$ cat src/rtl/id_ctrl_pipe.sv
// ID-stage control decode into the ID/EX latch, with load-use stall and branch-flush bubbles.
// Latency: 1 cycle decode to ID/EX; pc_write/if_id_write are combinational stall controls.
// Backpressure: a load-use stall freezes PC and IF/ID for one cycle. CTRL_HAZARD_CNT_EN adds hazard counters.
module id_ctrl_pipe #(
   parameter int REG_ADDR_W   = 5,
   parameter int FLUSH_CYCLES = 1,
   parameter int CNT_W        = 16
) (
   input  logic                  clk,
   input  logic                  reset,
   input  logic [5:0]            opcode,
   input  logic [REG_ADDR_W-1:0] if_id_rs,
   input  logic [REG_ADDR_W-1:0] if_id_rt,
   input  logic                  id_valid,
   input  logic                  branch_taken,
   output logic [3:0]            ex_control,
   output logic [2:0]            m_control,
   output logic [1:0]            wb_control,
   output logic [REG_ADDR_W-1:0] id_ex_rt,
   output logic                  id_ex_valid,
   output logic                  illegal_op,
   output logic                  pc_write,
   output logic                  if_id_write
`ifdef CTRL_HAZARD_CNT_EN
   ,
   output logic [CNT_W-1:0]      stall_cnt,
   output logic [CNT_W-1:0]      flush_cnt
`endif
);

   typedef struct packed {
      logic [3:0] ex;
      logic [2:0] m;
      logic [1:0] wb;
   } ctrl_t;

   localparam logic [5:0] OP_RTYPE = 6'b000000;
   localparam logic [5:0] OP_LW    = 6'b100011;
   localparam logic [5:0] OP_SW    = 6'b101011;
   localparam logic [5:0] OP_BEQ   = 6'b000100;
   localparam logic [5:0] OP_ADDI  = 6'b001000;

   localparam logic [2:0] FLUSH_LOAD = 3'(FLUSH_CYCLES - 1);

   ctrl_t      dec_ctrl;
   logic       dec_illegal;
   logic       rt_is_source;
   logic       load_use;
   logic       flush;
   logic       stall;
   logic [2:0] flush_left;

   always_comb begin
      dec_ctrl    = '0;
      dec_illegal = 1'b0;
      unique case (opcode)
         OP_LW:    dec_ctrl = '{ex: 4'b0100, m: 3'b100, wb: 2'b10};
         OP_SW:    dec_ctrl = '{ex: 4'b0100, m: 3'b010, wb: 2'b00};
         OP_BEQ:   dec_ctrl = '{ex: 4'b0001, m: 3'b001, wb: 2'b00};
         OP_RTYPE: dec_ctrl = '{ex: 4'b1010, m: 3'b000, wb: 2'b11};
         OP_ADDI:  dec_ctrl = '{ex: 4'b0100, m: 3'b000, wb: 2'b11};
         default:  dec_illegal = 1'b1;
      endcase
   end

   assign rt_is_source = (opcode == OP_RTYPE) | (opcode == OP_SW) | (opcode == OP_BEQ);

   // m_control[2] is MemRead of the instruction now in ID/EX, i.e. a load in flight.
   assign load_use = id_valid & id_ex_valid & m_control[2] & (id_ex_rt != '0) &
                     ((id_ex_rt == if_id_rs) | ((id_ex_rt == if_id_rt) & rt_is_source));

   assign flush       = branch_taken | (flush_left != 3'd0);
   assign stall       = load_use & ~flush;
   assign pc_write    = ~stall;
   assign if_id_write = ~stall;

   always_ff @(posedge clk) begin
      if (reset) begin
         flush_left <= 3'd0;
      end else if (branch_taken) begin
         flush_left <= FLUSH_LOAD;
      end else if (flush_left != 3'd0) begin
         flush_left <= flush_left - 3'd1;
      end
   end

   always_ff @(posedge clk) begin
      if (reset || flush || load_use) begin
         ex_control  <= '0;
         m_control   <= '0;
         wb_control  <= '0;
         id_ex_rt    <= '0;
         id_ex_valid <= 1'b0;
         illegal_op  <= 1'b0;
      end else begin
         ex_control  <= id_valid ? dec_ctrl.ex : 4'b0000;
         m_control   <= id_valid ? dec_ctrl.m  : 3'b000;
         wb_control  <= id_valid ? dec_ctrl.wb : 2'b00;
         id_ex_rt    <= if_id_rt;
         id_ex_valid <= id_valid;
         illegal_op  <= dec_illegal & id_valid;
      end
   end

`ifdef CTRL_HAZARD_CNT_EN
   always_ff @(posedge clk) begin
      if (reset) begin
         stall_cnt <= '0;
         flush_cnt <= '0;
      end else begin
         if (stall && (stall_cnt != '1)) stall_cnt <= stall_cnt + 1'b1;
         if (flush && (flush_cnt != '1)) flush_cnt <= flush_cnt + 1'b1;
      end
   end
`endif

endmodule

$ cat config.mk
export PLATFORM = sky130hd
export DESIGN_NAME = id_ctrl_pipe
export DESIGN_NICKNAME = d
export VERILOG_FILES = /design/src/rtl/id_ctrl_pipe.sv
export SDC_FILE = /design/constraint.sdc
export NUM_CORES = 1
export LEC_CHECK = 0
export ABC_AREA = 1
export CAP_MARGIN = 25
export CORE_UTILIZATION = 50
export CTS_BUF_LIST = sky130_fd_sc_hd__clkbuf_4 sky130_fd_sc_hd__clkbuf_8 sky130_fd_sc_hd__clkbuf_16
export CTS_CLUSTER_DIAMETER = 80
export DETAILED_ROUTE_END_ITERATION = 8
export DONT_BUFFER_PORTS = 1
export PLACE_DENSITY = 0.7
export RECOVER_POWER = 100
export SLEW_MARGIN = 20
export SYNTH_ARGS = -nofsm -noshare
export SYNTH_HDL_FRONTEND = slang
export SYNTH_SLANG_ARGS = --single-unit
$ cat constraint.sdc
create_clock -name clk -period 2.6 [get_ports clk]
set_input_delay 0.39 -clock clk [delete_from_list [all_inputs] [get_ports clk]]
set_output_delay 0.39 -clock clk [all_outputs]
set_load 0.05 [all_outputs]
==> impl_summary.txt, run 1 <==
----------------------------------------------------
[Outcome]
  Outcome ... complete, but fails checks
  Violations in the final reports ... design-rule violations

[Timing]
  Fin crit period ... 2168 ps
  Rel. slew slack ... 0.3725
  Setup violation total in the final timing report ... 0
  Total count of hold-check failures in the final report ... 0
  F_max ... 0.4612 GHz
  Transition at the pin with the smallest max-transition slack ... 940.0 ps
  Sum of negative setup slack ... 0 ps
  Final worst-path cycle share ... 0.8340
  Maximum clock skew at final layout ... 5.345 ps
  Setup repair after global routing missed its margin ... no
  Number of slew-limit violations in the final report ... 0
  Worst slack on hold paths ... 203.6 ps

[Synth]
  Synth Cell Area ... 884.6 sq um
  Main combinational cell family by area after synthesis ... simple AND/OR/NAND/NOR gates
  Dominant synthesized flop cell ... dfxtp_1
  Synth Area in XOR/XNOR ... 0.07921
  Arithmetic-cell share of the synthesized area counting full adders, half adders and majority gates ... 0.02829
  Simple-gate share of the synthesized area ... 0.3678
  Register bit count reported by yosys ... 17
  Most common library cells after synthesis ... inv_1 (19), nand2_1 (19), dfxtp_1 (17)
  Compound-gate portion of the synthesized area ... 0.02546
  Sequential-to-total area share from yosys stat ... 0.3847
  Count of flip-flops with a built-in enable after synthesis ... 0
  Multiplexer share of the synthesized area ... 0
  Post-synth top area share ... 0.3847
  Number of warnings issued by yosys ... 0
  Async S/R FF share, synth ... 0
  Largest cells by area after synthesis ... dfxtp_1 (38%), inv_1 (8.1%), nand2_1 (8.1%)
  Distinct cell type count of the synthesized netlist ... 23
  Syn Inst Count ... 116
  Leading area contributor after synthesis ... dfxtp_1
  Synth Net Count ... 138
  Avg Inst Size Synth ... 7.626 sq um

[Die]
  Top-Level Pins ... 38
  Die area ... 1941 sq um
  Chip height ... 44.06 um
  Initial core utilization ... 0.5611
  Chip Width ... 44.06 um
  Core Footprint ... 1577 sq um
  Cell Rows ... 14

[Detailed routing]
  Remaining antenna violation count after routing ... 0
  Vias per cell ... 4.719
  Total iterations of the first detailed-routing run ... 6
  Post-route DRC violation count ... 3
  Via Count ... 656
  Initial DRC Count ... 14
  Final wirelength ... 1.420 mm
  DR WL/cell ... 10.22 um

[Placement]
  HPWL reported at the end of detailed placement ... 1.189 mm
  Number of port buffers ... 0
  Placer congestion estimate ... 0.7049

[Power]
  Power Density ... 531.8 nW/um^2
  Maximum VDD drop ... 0.0004125 V
  Standby leakage power ... 0.4702 nW

[Clock tree]
  CTS tree ... yes
  Clock root buffer master ... clkbuf_4
  Clock transition at path regs ... 90 ps
  Worst-case clock buffer depth ... 2
  Clock latency reported for the late side of the worst-skew pair ... 280 ps
  H-Tree Depth ... 1
  Post-CTS Resized ... 0
  Inserted Clock Buffers ... 3
  Cts hold-fix bufs ... 0
  Clock sinks ... 17
  Buffers inserted by post-CTS timing repair ... 0

[Setup path]
  Worst r2r src ... flush_left[0]
  R2R depth ... 8
  Most Frequent Cell on Critical Path ... nand2_1
  Data required time of the critical path ... 2210 ps
  Crit Path Class ... reg2out
  Destination of the critical timing path ... if_id_write
  First element of the critical path ... id_ex_rt[0]
  Max stage delay cell, worst path ... clkbuf_2
  R2R setup slack ... 780 ps
  Critical path endpoint category ... output port
  Largest driver fanout on the critical path ... 5
  WP data arrival ... 1780 ps
  RR Endpoint ... wb_control[1]
  Setup crit start kind ... flop
  Series of cell instances along the critical path ... buf_4, inv_1, nand2_1, nand2_1, a21oi_1, nand3_1, nand2_1, nand3_1, clkbuf_2
  Crit-path max cell delay ... 380 ps

[Cells and area]
  Area used by multi-input combinational logic ... 411.6 sq um
  Final net count ... 146
  Layout cell share with drive strength beyond 1 ... 0.2114
  Number of fill cells ... 166
  Signed area change from the synthesized netlist to the final layout ... 4.385%
  Total inserted antenna cells ... 0
  Share of the core filled with cells in the final layout ... 0.5857
  Sequential Area ... 340.3 sq um

[Global route]
  GRT Residual Overflow ... 0
  Pin count of the biggest net entering global routing ... 10
  GRT Resource Usage Total ... 0.1769
  Global-route wire length before repair ... 2.490 mm
  Initial antenna violation count ... 0
  Vias in the first global route ... 660

[Min path]
  Worst min-delay path category ... in2reg

[Job]
  Max Cap Violations ... 0

----------------------------------------------------
==> power by group <==
part | switching, mW | internal (mW) | total (mW) | leakage (nW)
combinational | 0.0464 | 0.0233 | 0.0697 | 0.314
clock | 0.0753 | 0.0699 | 0.145 | 0.0184
sequential | 0.00948 | 0.267 | 0.276 | 0.138
total | 0.131 | 0.360 | 0.491 | 0.470
==> worst max-delay path: cells and delay by family (launching register included) <==
kind | cells | cell delay, ps
compound gates | 1 | 130
flops | 1 | 320
simple gates | 5 | 410
buf+inv | 3 | 650
==> registers in the layout, summed over array words and instances (netlist names) <==
name         cells
illegal_op       1
flush_left       3
id_ex_valid      1
wb_control       2
ex_control       3
id_ex_rt         5
m_control        2
==> through the flow <==
| step | area (sq um) | std cells | power, mW | setup WS [ps] |
|---|---|---|---|---|
| 2_1_floorplan | 884.6 | 116 | 0.3417 | 269.4 |
| 3_3_place_gp | 927.1 | 135 | 0.3542 | 899.4 |
| 3_5_place_dp | 927.1 | 135 | 0.3554 | 894.0 |
| 4_1_cts | 957.2 | 139 | 0.5015 | 579.0 |
| 5_1_grt | 923.4 | 139 | 0.5188 | 221.6 |
| 6_report | 923.4 | 139 | 0.4910 | 431.6 |
==> final cells by class <==
cell class,count,area share
repair buffers,6,0.04607
multi-input cells,75,0.4458
inverters,21,0.08537
flip-flops and latches,17,0.3686
well taps,16,0.02168
clock buffers,4,0.03252
==> routing by layer <==
| metal | wire [um] | up-vias | track usage |
|---|---|---|---|
| met5 | 0 | - | 0 |
| met3 | 90 | 2 | 0.04490 |
| met2 | 681 | 19 | 0.3118 |
| met1 | 637 | 278 | 0.2026 |
| li1 | - | 357 | - |
| met4 | 10 | 0 | 0.07273 |
==> placed cells by master (no fill, tap or decap) <==
cell	synthesis	layout
nand3_2	1	1
a21oi_1	3	3
nor2_4	1	1
or2_0	1	1
nand4_1	1	1
nor3_1	2	3
nor2_2	9	8
ha_1	2	2
nand3_1	5	6
dfxtp_1	17	17
or2_2	1	1
inv_1	19	19
a211oi_1	1	1
xor2_1	5	5
nor2_1	14	15
xnor2_1	3	3
buf_4	3	5
clkbuf_2	0	1
clkbuf_4	0	4
inv_2	2	2
nand2_1	19	21
nand2_4	1	1
nand2_2	4	2
==> worst min-delay path by stage <==
stage / from / end / slack [ps] / cells past startpoint
finish: if_id_rt[3] / id_ex_rt[3] / 200 / 2
global route: if_id_rt[3] / id_ex_rt[3] / 190 / 2
global placement: flush_left[0] / flush_left[0] / 450 / 2
detailed placement: flush_left[0] / flush_left[0] / 460 / 2
floorplan: flush_left[0] / flush_left[0] / 440 / 2
CTS: if_id_rt[3] / id_ex_rt[3] / 190 / 2
==> logic make-up after synthesis <==
family,count (synthesis)
XOR/XNOR,8
buffers and inverters,24
AND/OR/NAND/NOR,61
AO/OA/AOI/OAI,4
adder cells (fa/ha/maj),2
flip-flops,17
Note: power is estimated with default switching activity, not from simulation.
==> run 2, diff against run 1 <==
PLACE_DENSITY = 0.73   (was 0.7)
clock period = 1.77 ns   (was 2.6 ns; I/O delays follow)
==> run 2 against run 1 <==
Effect of this change:
- the flow still finishes with violations (design-rule violations)
- final area increased by 9.5%
- sequential cell count unchanged
- worst hold slack got worse by 140 ps
- clock-buffer cell count decreased by 1
- global-route usage increased by 0.20 points
- via count increased by 6.1%
- wire length increased by 7.8%
- combinational power increased by 59%
- sequential share of layout area decreased by 2.3 points
- critical path type unchanged
- critical endpoint unchanged
- highest routed layer unchanged
==> impl_summary.txt, run 2 (same netlist as run 1, synthesis figures left out) <==
----------------------------------------------------
[Clock tree]
  Clock root buffer master ... clkbuf_4 (unchanged)
  Inserted Clock Buffers ... 3 (unchanged)
  Clock sinks ... 17 (unchanged)
  Worst-case clock buffer depth ... 2 (unchanged)
  Clock latency reported for the late side of the worst-skew pair ... 290 ps (was 280 ps)
  Cts hold-fix bufs ... 0 (unchanged)
  H-Tree Depth ... 1 (unchanged)
  CTS tree ... yes (unchanged)
  Clock transition at path regs ... 100 ps (was 90 ps)

[Cells and area]
  Sequential Area ... 349.1 sq um (was 340.3 sq um)
  Signed area change from the synthesized netlist to the final layout ... 14.29% (was 4.385%)
  Biggest register ... id_ex_rt (unchanged)
  Flip-flop count of the largest register after layout ... 5 (unchanged)
  Final net count ... 153 (was 146)
  Most frequent cells in the layout ... nand2_1 (20), inv_1 (16), nor2_1 (12) (was nand2_1 (21), inv_1 (19), dfxtp_1 (17))
  Layout cell share with drive strength beyond 1 ... 0.3462 (was 0.2114)
  Area used by multi-input combinational logic ... 469.2 sq um (was 411.6 sq um)
  Most frequent standard cell in the layout excluding fill and tap cells ... nand2_1 (unchanged)
  Share of the core filled with cells in the final layout ... 0.6413 (was 0.5857)
  Number of fill cells ... 156 (was 166)
  Non-filler instance count after layout ... 146 (was 139)
  Top flop regs ... id_ex_rt x5, ex_control x3, flush_left x3 (unchanged)
  Area of all placed cells without fillers ... 1011 sq um (was 923.4 sq um)
  Total inserted antenna cells ... 0 (unchanged)

[Setup path]
  Setup crit start kind ... flop (unchanged)
  Data required time of the critical path ... 1500 ps (was 2210 ps)
  Worst r2r src ... id_ex_rt[1] (was flush_left[0])
  WP data arrival ... 1470 ps (was 1780 ps)
  Critical path endpoint category ... output port (unchanged)
  Largest driver fanout on the critical path ... 3 (was 5)
  First element of the critical path ... flush_left[0] (was id_ex_rt[0])
  Crit Path Class ... reg2out (unchanged)

[Min path]
  Launch instance of the worst min-delay path ... if_id_rt[3] (unchanged)
  Worst min-delay path category ... in2reg (unchanged)

[Detailed routing]
  Via Count ... 696 (was 656)
  Initial DRC Count ... 4 (was 14)
  Remaining antenna violation count after routing ... 0 (unchanged)
  Final wirelength ... 1.531 mm (was 1.420 mm)
  Vias per cell ... 4.767 (was 4.719)
  Total iterations of the first detailed-routing run ... 5 (was 6)
  DR WL/cell ... 10.49 um (was 10.22 um)
  Post-route DRC violation count ... 1 (was 3)

[Timing]
  Setup repair after global routing missed its margin ... yes (was no)
  Transition at the pin with the smallest max-transition slack ... 610.3 ps (was 940.0 ps)
  Setup violation total in the final timing report ... 0 (unchanged)
  Worst slack on hold paths ... 67.04 ps (was 203.6 ps)
  Rel. slew slack ... 0.5949 (was 0.3725)
  Fin crit period ... 1732 ps
  Sum of negative setup slack ... 0 ps (unchanged)
  Final worst-path cycle share ... 0.9784
  Total count of hold-check failures in the final report ... 0 (unchanged)
  Setup WS post-layout ... 38.23 ps (was 431.6 ps)
  F_max ... 0.5774 GHz
  Maximum clock skew at final layout ... 4.600 ps (was 5.345 ps)
  Number of slew-limit violations in the final report ... 0 (unchanged)

[Outcome]
  Violations in the final reports ... design-rule violations (unchanged)
  Outcome ... complete, but fails checks (unchanged)

[Placement]
  Number of placed cells counting well taps ... 138 (was 135)
  Placer congestion estimate ... 0.7234 (was 0.7049)
  Number of port buffers ... 0 (unchanged)
  Post-placement cell area ... 968.4 sq um (was 927.1 sq um)
  Worst slack at placement ... 172.6 ps (was 894.0 ps)
  HPWL reported at the end of detailed placement ... 1.225 mm (was 1.189 mm)

[Die]
  Core Footprint ... 1577 sq um (unchanged)
  Initial core utilization ... 0.5611 (unchanged)
  Top-Level Pins ... 38 (unchanged)
  Die area ... 1941 sq um (unchanged)
  Cell Rows ... 14 (unchanged)
  Chip height ... 44.06 um (unchanged)
  Chip Width ... 44.06 um (unchanged)

[Global route]
  GRT Resource Usage Total ... 0.1789 (was 0.1769)
  Initial antenna violation count ... 0 (unchanged)
  Pin count of the biggest net entering global routing ... 11 (was 10)
  Vias in the first global route ... 663 (was 660)
  GRT Residual Overflow ... 0 (unchanged)
  Global-route wire length before repair ... 2.497 mm (was 2.490 mm)

[Job]
  Max Cap Violations ... 0 (unchanged)

[Power]
  Maximum VDD drop ... 0.0004898 V (was 0.0004125 V)
  Power Density ... 710.9 nW/um^2 (was 531.8 nW/um^2)
  Standby leakage power ... 0.4837 nW (was 0.4702 nW)
  Post-layout power ... 0.7187 mW (was 0.4910 mW)

----------------------------------------------------
## run 2: critical path: stages (launching register included)
cell     delay (ps)
dfxtp_2         330
inv_2            70
ha_2            170
inv_1            40
nor2_2          110
inv_2            80
nor2_4          100
nand3_4         280
## run 2: path summary, 6_finish.rpt
path              cells past startpoint             to  slack [ps]
hold / removal                        2    id_ex_rt[3]          70
setup / recovery                      7    if_id_write          40
hold reg to reg                       2  flush_left[0]         470
setup reg to reg                      8    id_ex_rt[4]         390
## run 2: routing by layer
layer | share of wire | global-route usage
met5 | 0 | 0
met4 | 0.025 | 0.1212
met3 | 0.052 | 0.02857
met2 | 0.52 | 0.3176
met1 | 0.40 | 0.1928
## run 2: timing repair
| item | 4_1_cts | 5_1_grt |
|---|---|---|
| pin swaps | 6 | 4 |
| resized for setup | 4 | 6 |
| buffers inserted | 3 | 1 |
| endpoints found under the setup margin | 2 | 2 |
## run 2: area by class of cell
cell class                      count  area share
Sequential cell                    17      0.3453
Multi-Input combinational cell     75      0.4641
Inverter                           21     0.07797
Timing Repair Buffer               13     0.06559
Clock inverter                      1    0.004950
Clock buffer                        3     0.02228
Tap cell                           16     0.01980
## run 2: power breakdown
part           total (mW)  internal [mW]  switching (mW)
Combinational       0.111         0.0375          0.0733
Clock               0.200         0.0840           0.116
Sequential          0.408          0.393          0.0145
Total               0.719          0.515           0.204
